--- config.mk ---
export PLATFORM = sky130hd
export DESIGN_NAME = fb_skip_controller_flat
export DESIGN_NICKNAME = d
export VERILOG_FILES = /design/src/rtl/fb_skip_controller_if.sv /design/src/rtl/fb_skip_controller.sv /design/src/flat_wrapper.sv
export SDC_FILE = /design/constraint.sdc
export NUM_CORES = 1
export LEC_CHECK = 0
export CAP_MARGIN = 15
export CORE_MARGIN = 3
export CORE_UTILIZATION = 40
export DETAILED_ROUTE_END_ITERATION = 8
export GPL_ROUTABILITY_DRIVEN = 0
export HOLD_SLACK_MARGIN = 0.12
export PLACE_DENSITY = 0.72
export SKIP_LAST_GASP = 1
export SLEW_MARGIN = 0
export SYNTH_ARGS = -nofsm -noshare
export SYNTH_HDL_FRONTEND = slang
export SYNTH_SLANG_ARGS = --single-unit
--- constraint.sdc ---
create_clock -name clk1G28 -period 2.25 [get_ports clk1G28]
set_input_delay 0.45 -clock clk1G28 [delete_from_list [all_inputs] [get_ports clk1G28]]
set_output_delay 0.45 -clock clk1G28 [all_outputs]
set_load 0.005 [all_outputs]
--- src/rtl/fb_skip_controller_if.sv ---
// rtl/fb_skip_controller_if.sv - configuration handshake bundle for the feedback skip controller
// Master offers a frame length/skip pair; slave reports when it can take another.
interface fb_skip_controller_if #(
    parameter int WIDTH = 6
);
    logic             cfgValid;
    logic [WIDTH-1:0] cfgLen;
    logic [WIDTH-1:0] cfgSkip;
    logic             cfgReady;

    modport master (
        output cfgValid,
        output cfgLen,
        output cfgSkip,
        input  cfgReady
    );

    modport slave (
        input  cfgValid,
        input  cfgLen,
        input  cfgSkip,
        output cfgReady
    );
endinterface

--- src/rtl/fb_skip_controller.sv ---
// rtl/fb_skip_controller.sv - frame phase counter driving prescaler skips and a divided feedback clock
// Configuration changes are staged and only take effect on a frame boundary while running.
module fb_skip_controller #(
    parameter int WIDTH        = 6,
    parameter int DEFAULT_LEN  = 32,
    parameter int DEFAULT_SKIP = 0
) (
    input  logic                clk1G28,
    input  logic                rst,
    input  logic                enable,
    fb_skip_controller_if.slave cfg,
    output logic                skip,
    output logic                frameStart,
    output logic                divClk
);
    localparam logic [WIDTH-1:0] DEF_LEN  = WIDTH'(DEFAULT_LEN);
    localparam logic [WIDTH-1:0] DEF_SKIP = WIDTH'(DEFAULT_SKIP);
    localparam logic [WIDTH-1:0] ZERO     = '0;
    localparam logic [WIDTH-1:0] ONE      = WIDTH'(1);
    localparam logic [WIDTH-1:0] TWO      = WIDTH'(2);

    logic [WIDTH-1:0] p;
    logic [WIDTH-1:0] actLen;
    logic [WIDTH-1:0] actSkip;
    logic [WIDTH-1:0] pendLen;
    logic [WIDTH-1:0] pendSkip;
    logic             pendValid;

    logic [WIDTH-1:0] reqLen;
    logic [WIDTH-1:0] reqSkip;
    logic             accept;
    logic             wrap;
    logic             transfer;

    // Clamp at acceptance so the pending registers always hold a legal frame.
    always_comb begin
        reqLen   = (cfg.cfgLen < TWO) ? TWO : cfg.cfgLen;
        reqSkip  = (cfg.cfgSkip > reqLen) ? reqLen : cfg.cfgSkip;
        accept   = cfg.cfgValid && !pendValid;
        wrap     = (p == (actLen - ONE));
        transfer = pendValid && (!enable || wrap);
    end

    assign cfg.cfgReady = !pendValid;

    always_ff @(posedge clk1G28) begin
        if (rst) begin
            p          <= ZERO;
            actLen     <= DEF_LEN;
            actSkip    <= DEF_SKIP;
            pendLen    <= DEF_LEN;
            pendSkip   <= DEF_SKIP;
            pendValid  <= 1'b0;
            skip       <= 1'b0;
            frameStart <= 1'b0;
            divClk     <= 1'b0;
        end else begin
            if (enable) begin
                p          <= wrap ? ZERO : (p + ONE);
                skip       <= (p < actSkip);
                frameStart <= (p == ZERO);
                divClk     <= (p < (actLen >> 1));
            end else begin
                p          <= ZERO;
                skip       <= 1'b0;
                frameStart <= 1'b0;
                divClk     <= 1'b0;
            end

            // accept and transfer are mutually exclusive: one needs pendValid low, the other high.
            if (transfer) begin
                actLen    <= pendLen;
                actSkip   <= pendSkip;
                pendValid <= 1'b0;
            end
            if (accept) begin
                pendLen   <= reqLen;
                pendSkip  <= reqSkip;
                pendValid <= 1'b1;
            end
        end
    end
endmodule

--- src/flat_wrapper.sv ---
// flat-port wrapper written by rule: the top's interface ports become plain ports
module fb_skip_controller_flat 
#(
    parameter int WIDTH        = 6,
    parameter int DEFAULT_LEN  = 32,
    parameter int DEFAULT_SKIP = 0
)
  (clk1G28, rst, enable, skip, frameStart, divClk, cfg_cfgValid, cfg_cfgLen, cfg_cfgSkip, cfg_cfgReady);
  fb_skip_controller_if #(.WIDTH(WIDTH)) cfg_i ();
  input  logic clk1G28;
  input  logic rst;
  input  logic enable;
  output logic skip;
  output logic frameStart;
  output logic divClk;
  input wire logic [$bits(cfg_i.cfgValid)-1:0] cfg_cfgValid;
  input wire logic [$bits(cfg_i.cfgLen)-1:0] cfg_cfgLen;
  input wire logic [$bits(cfg_i.cfgSkip)-1:0] cfg_cfgSkip;
  output wire logic [$bits(cfg_i.cfgReady)-1:0] cfg_cfgReady;
  assign cfg_i.cfgValid = cfg_cfgValid;
  assign cfg_i.cfgLen = cfg_cfgLen;
  assign cfg_i.cfgSkip = cfg_cfgSkip;
  assign cfg_cfgReady = cfg_i.cfgReady;
  fb_skip_controller #(.WIDTH(WIDTH), .DEFAULT_LEN(DEFAULT_LEN), .DEFAULT_SKIP(DEFAULT_SKIP)) u_core (.clk1G28(clk1G28), .rst(rst), .enable(enable), .cfg(cfg_i), .skip(skip), .frameStart(frameStart), .divClk(divClk));
endmodule
* Yosys cells after proc, flatten, opt, wreduce, memory -nomap -nowiden
Cells that the tools add are included.
** Storage, ports and cells
- RAM bits :: 0
- Register bits :: 34
- Logic and storage cells :: 30
- Bits in read-only memories :: 0
- Bits in latches :: 0
- Input bits :: 16
- Output and inout bits :: 4
- Memories kept :: 0
** Operators by class
- $mul :: 0
- Shift-type cells :: 0
- Bitwise operators :: 1
- Add/sub/neg operators :: 2
- Mux-type cells :: 4
- Eq/ne operators :: 1
- Reduce and logical (&&, ||, !) cells :: 9
- Order comparisons :: 4
- Div/mod/pow operators :: 0
** Operator list (count)
- 2-to-1 mux 6 bit :: 2
- adder 6 x 1 -> 6 bit, second input constant :: 1
- == test 6 bit :: 1
- greater-than comparator 6 bit :: 1
- logical NOT 6 bit :: 1
- less-than comparator 6 x 2 -> 1 bit, second input constant :: 1
- less-than comparator 6 x 5 -> 1 bit :: 1
- less-than comparator 6 bit :: 1
- subtractor 6 x 1 -> 6 bit, second input constant :: 1
- OR reduction 3 bit :: 1
- logical AND 1 bit :: 2
- logical NOT 1 bit :: 2
- 2-to-1 mux 1 bit :: 2
- nonzero test 2 bit :: 1
- OR reduction 2 bit :: 1
- logical OR 1 bit :: 1
- NOT 1 bit :: 1

* Depth between registers and ports, before layout
- Depth in word-level cells :: 6
- Depth in mapped cells :: 9
- Mapped depth without buffers :: 8

* Worst setup path after synthesis
OpenSTA, ideal clock, no wires.
- Path kind :: input to register
- Start point :: input cfg_cfgLen[5]
- End point :: register u_core.pendSkip[1]
- Path buffers :: 1
- Path slack :: 7 ps
- Required time :: 2134 ps
- Stages on the path :: 9
- Library setup time :: 116 ps
- Arrival time :: 2127 ps
- Path through :: nor4_1 > nor2_1 > ha_1 > nor2b_1 > o21ai_0 > a31o_2 > clkbuf_1 > nand2b_1 > a41o_1
** On the way
- Word-level cells in the longest chain between the ends :: 4
** Ends and longest elaborated chain
- from (decl) :: line flat_wrapper.sv:17 : input wire logic [$bits(cfg_i.cfgLen)-1:0] cfg_cfgLen;
- less-than comparator 6 x 2 -> 1 bit :: line fb_skip_controller.sv:37 : reqLen = (cfg.cfgLen < TWO) ? TWO : cfg.cfgLen;
- 2-to-1 mux 6 bit (*) :: line fb_skip_controller.sv:37
- greater-than comparator 6 bit :: line fb_skip_controller.sv:38 : reqSkip = (cfg.cfgSkip > reqLen) ? reqLen : cfg.cfgSkip;
- 2-to-1 mux 6 bit (*) :: line fb_skip_controller.sv:38
- to (signal assigned) :: line fb_skip_controller.sv:78 : pendSkip <= reqSkip;
- to (decl) :: line fb_skip_controller.sv:26 : logic [WIDTH-1:0] pendSkip;
Mark *: on every way between the ends. The rest lies on a longest branch, timed or not.
A chain may end at the register's enable or synchronous reset.

* Worst setup path in the final report
- Start point :: input cfg_cfgLen[2]
- End point :: register u_core.pendSkip[1]
Same word-level chain as after synthesis.

==> flow_summary.json <==
{
  "outcome": "complete, no violations",
  "fin_worst_skew_ps": 5.986,
  "grt_pass1_wl_microns": 6465,
  "yosysWarnings": 0,
  "yosysSeqAreaShare": 0.3734,
  "nFillCells": 388,
  "synth.distinct_cells": 41,
  "groute.usage.overall": 0.1530,
  "wirelength_microns": 3934,
  "insertion_delay_ps": 280,
  "timing.final.crit_share": 0.9610,
  "start_kind": "input pin",
  "setup_ws_ps": 87.69,
  "peakVddDrop_mv": 0.2958,
  "finalPower_w": 0.001327,
  "area.growth.synth_to_final_pct": 29.86,
  "crit_type": "input pin to flop",
  "yosysTopAreaCell": "dfxtp_1",
  "die_h_microns": 73.51,
  "cts_buffers": 5,
  "antenna_found_initial": 0,
  "core_sq_um": 4202,
  "drc": 0,
  "maxCapViolCount": 0,
  "end_kind": "flop",
  "cts_tree": "built",
  "grt_util_met1": 0.1943,
  "ctsHtreeMaxLevel": 2,
  "period_minus_slack_ps": 2162,
  "met3_usage": 0.03283,
  "critPathRequiredTime_ps": 2430,
  "path_clk_slew_ps": 70,
  "drt_iter0_markers": 112,
  "yosysTopAreaCellShare": 0.3734,
  "cts_buffer_depth": 2,
  "vias_per_cell": 5.081,
  "slew_headroom": 0.6908,
  "cts-root-buf": "clkbuf_8",
  "die_w_microns": 73.51,
  "p_leak_nw": 1.036,
  "synthCells": 202,
  "mappedNetlistArea_sq_um": 1823,
  "nets": 281,
  "dp_hpwl_microns": 2948,
  "initial_utilization": 0.4339,
  "synth-edff-count": 0,
  "slew_viol_final": 0,
  "routedWlPerCell_microns": 13.20,
  "drive_gt1_frac": 0.1815,
  "die_area_sq_um": 5404,
  "grt.met2_usage": 0.2628,
  "io_buffers": 19,
  "utilization": 0.5634,
  "cp_max_fo": 3,
  "rows": 23,
  "synth_flop_cell": "dfxtp_1",
  "p_per_area_nw_per_um2": 560.8,
  "grt_pass1_vias": 1478,
  "timing.hold.ws_ps": 462.3,
  "tns_ps": 0,
  "diodes": 0,
  "dr.pass1.iters": 4,
  "tightest_slew_ps": 460.5,
  "num_io_pins": 20,
  "ys_top_cells_by_area": "dfxtp_1, ha_1, a22o_1, xnor2_1, inv_1",
  "grt_max_degree": 21,
  "cts.sinks": 34,
  "synth.avg_cell_area_sq_um": 9.025,
  "yosysMostFrequentCell": "dfxtp_1",
  "postCtsHoldBufs": 0,
  "ys_ff_latch": 34,
  "ant_nets": 0,
  "hold_class": "flop to flop",
  "cp.arrival_ps": 2340,
  "synth_commonest_cells": "dfxtp_1, inv_1, ha_1",
  "synthesis.nets": 236,
  "setup_viol": 0,
  "grt_overflow": 0,
  "busiest_layer": "met2",
  "hold_viol_final": 0,
  "dp_slack_ps": -431.0,
  "fmax_mhz": 462.5,
  "async_flop_share": 0,
  "via_count": 1514
}
## worst max-delay path, cell delays in order
cell             delay, ps
clkdlybuf4s50_1        510
buf_4                  150
inv_1                   40
ha_1                   250
and4_1                 180
and3_1                 220
a31oi_2                210
nand2_1                 90
a41o_1                 240
## layer usage
layer / routed length [microns] / part of all wire
met5: 0 / 0
met4: 34 / 0.0086
met3: 95 / 0.024
met2: 1943 / 0.49
met1: 1862 / 0.47
## where the power goes
group          internal [W]  switching, W
registers          0.000629     0.0000160
logic              0.000122      0.000102
clock network      0.000247      0.000212
total              0.000998      0.000329
## timing repair
item                                    4_1_cts  5_1_grt
pin swaps                                     4        4
gates resized for setup                       3        7
endpoints found under the hold margin         0        0
setup buffers                                 6        0
endpoints found under the setup margin        6       18
## cell usage in the layout, fill, tap and decap left out, drive strengths merged, types with 2 or more instances in the layout
cell type      synthesis  routed
nor2b                  2       2
xor2                   2       2
o31ai                  2       2
xnor2                 10      10
mux2i                  6       6
nand2                 17      17
a22o                  10      10
and3                   2       2
o21ai                  7       7
buf                    3      27
a211oi                 3       3
a21oi                 12      12
nand2b                 4       4
or3                    2       2
o311ai                 2       2
a21o                   6       6
inv                   23      23
nor2                  12      12
clkdlybuf4s50          0      16
dfxtp                 34      34
ha                    18      18
nor3                   3       3
o211ai                 2       2
nand3                  3       3
dlymetal6s2s           0       2
clkbuf                 5       7
## flip-flops by register name, indices dropped and copies added (netlist names)
| register | flops |
|---|---|
| u_core.actLen | 6 |
| u_core.actSkip | 6 |
| u_core.p | 6 |
| u_core.pendLen | 6 |
| u_core.pendSkip | 6 |
| u_core.divClk | 1 |
| u_core.frameStart | 1 |
| u_core.pendValid | 1 |
| u_core.skip | 1 |
## metrics by stage
step	instances	instance area [sq um]
after detailed placement	284	2197
after CTS	298	2338
after global placement	284	2197
after global routing	298	2367
after floorplan	202	1823
final	298	2367
## area by class of cell
class | instances | area (sq um) | share of cell area
clock inverter | 1 | 5.005 | 0.002114
multi-input combinational | 137 | 1050 | 0.4434
tap | 50 | 62.56 | 0.02643
sequential | 34 | 680.7 | 0.2875
timing repair buffer | 46 | 396.6 | 0.1675
clock buffer | 7 | 86.33 | 0.03647
inverter | 23 | 86.33 | 0.03647
## worst paths after layout
path                                                     start                         endpoint  slack, ps  cells after the start
worst min register to register  u_core.pendLen[3]$_SDFFE_PP0P_   u_core.pendLen[3]$_SDFFE_PP0P_        460                      2
worst max-delay path                             cfg_cfgLen[2]  u_core.pendSkip[1]$_SDFFE_PP0P_         90                      9
worst min-delay path            u_core.pendLen[3]$_SDFFE_PP0P_   u_core.pendLen[3]$_SDFFE_PP0P_        460                      2
worst max register to register   u_core.actLen[0]$_SDFFE_PP0P_    u_core.actLen[5]$_SDFFE_PP1P_        150                      7
## kinds of logic after synthesis
kind of cell / count (synthesis) / share of synthesized area
adders and majority gates: 18 / 0.1235
DFF: 34 / 0.3734
buffers and inverters: 31 / 0.06726
AOI/OAI and AO/OA: 53 / 0.2155
muxes: 6 / 0.03295
xor gates and xnor gates: 12 / 0.05765
and+or+nand+nor: 48 / 0.1297
Note: power is estimated with default switching activity, not from simulation.
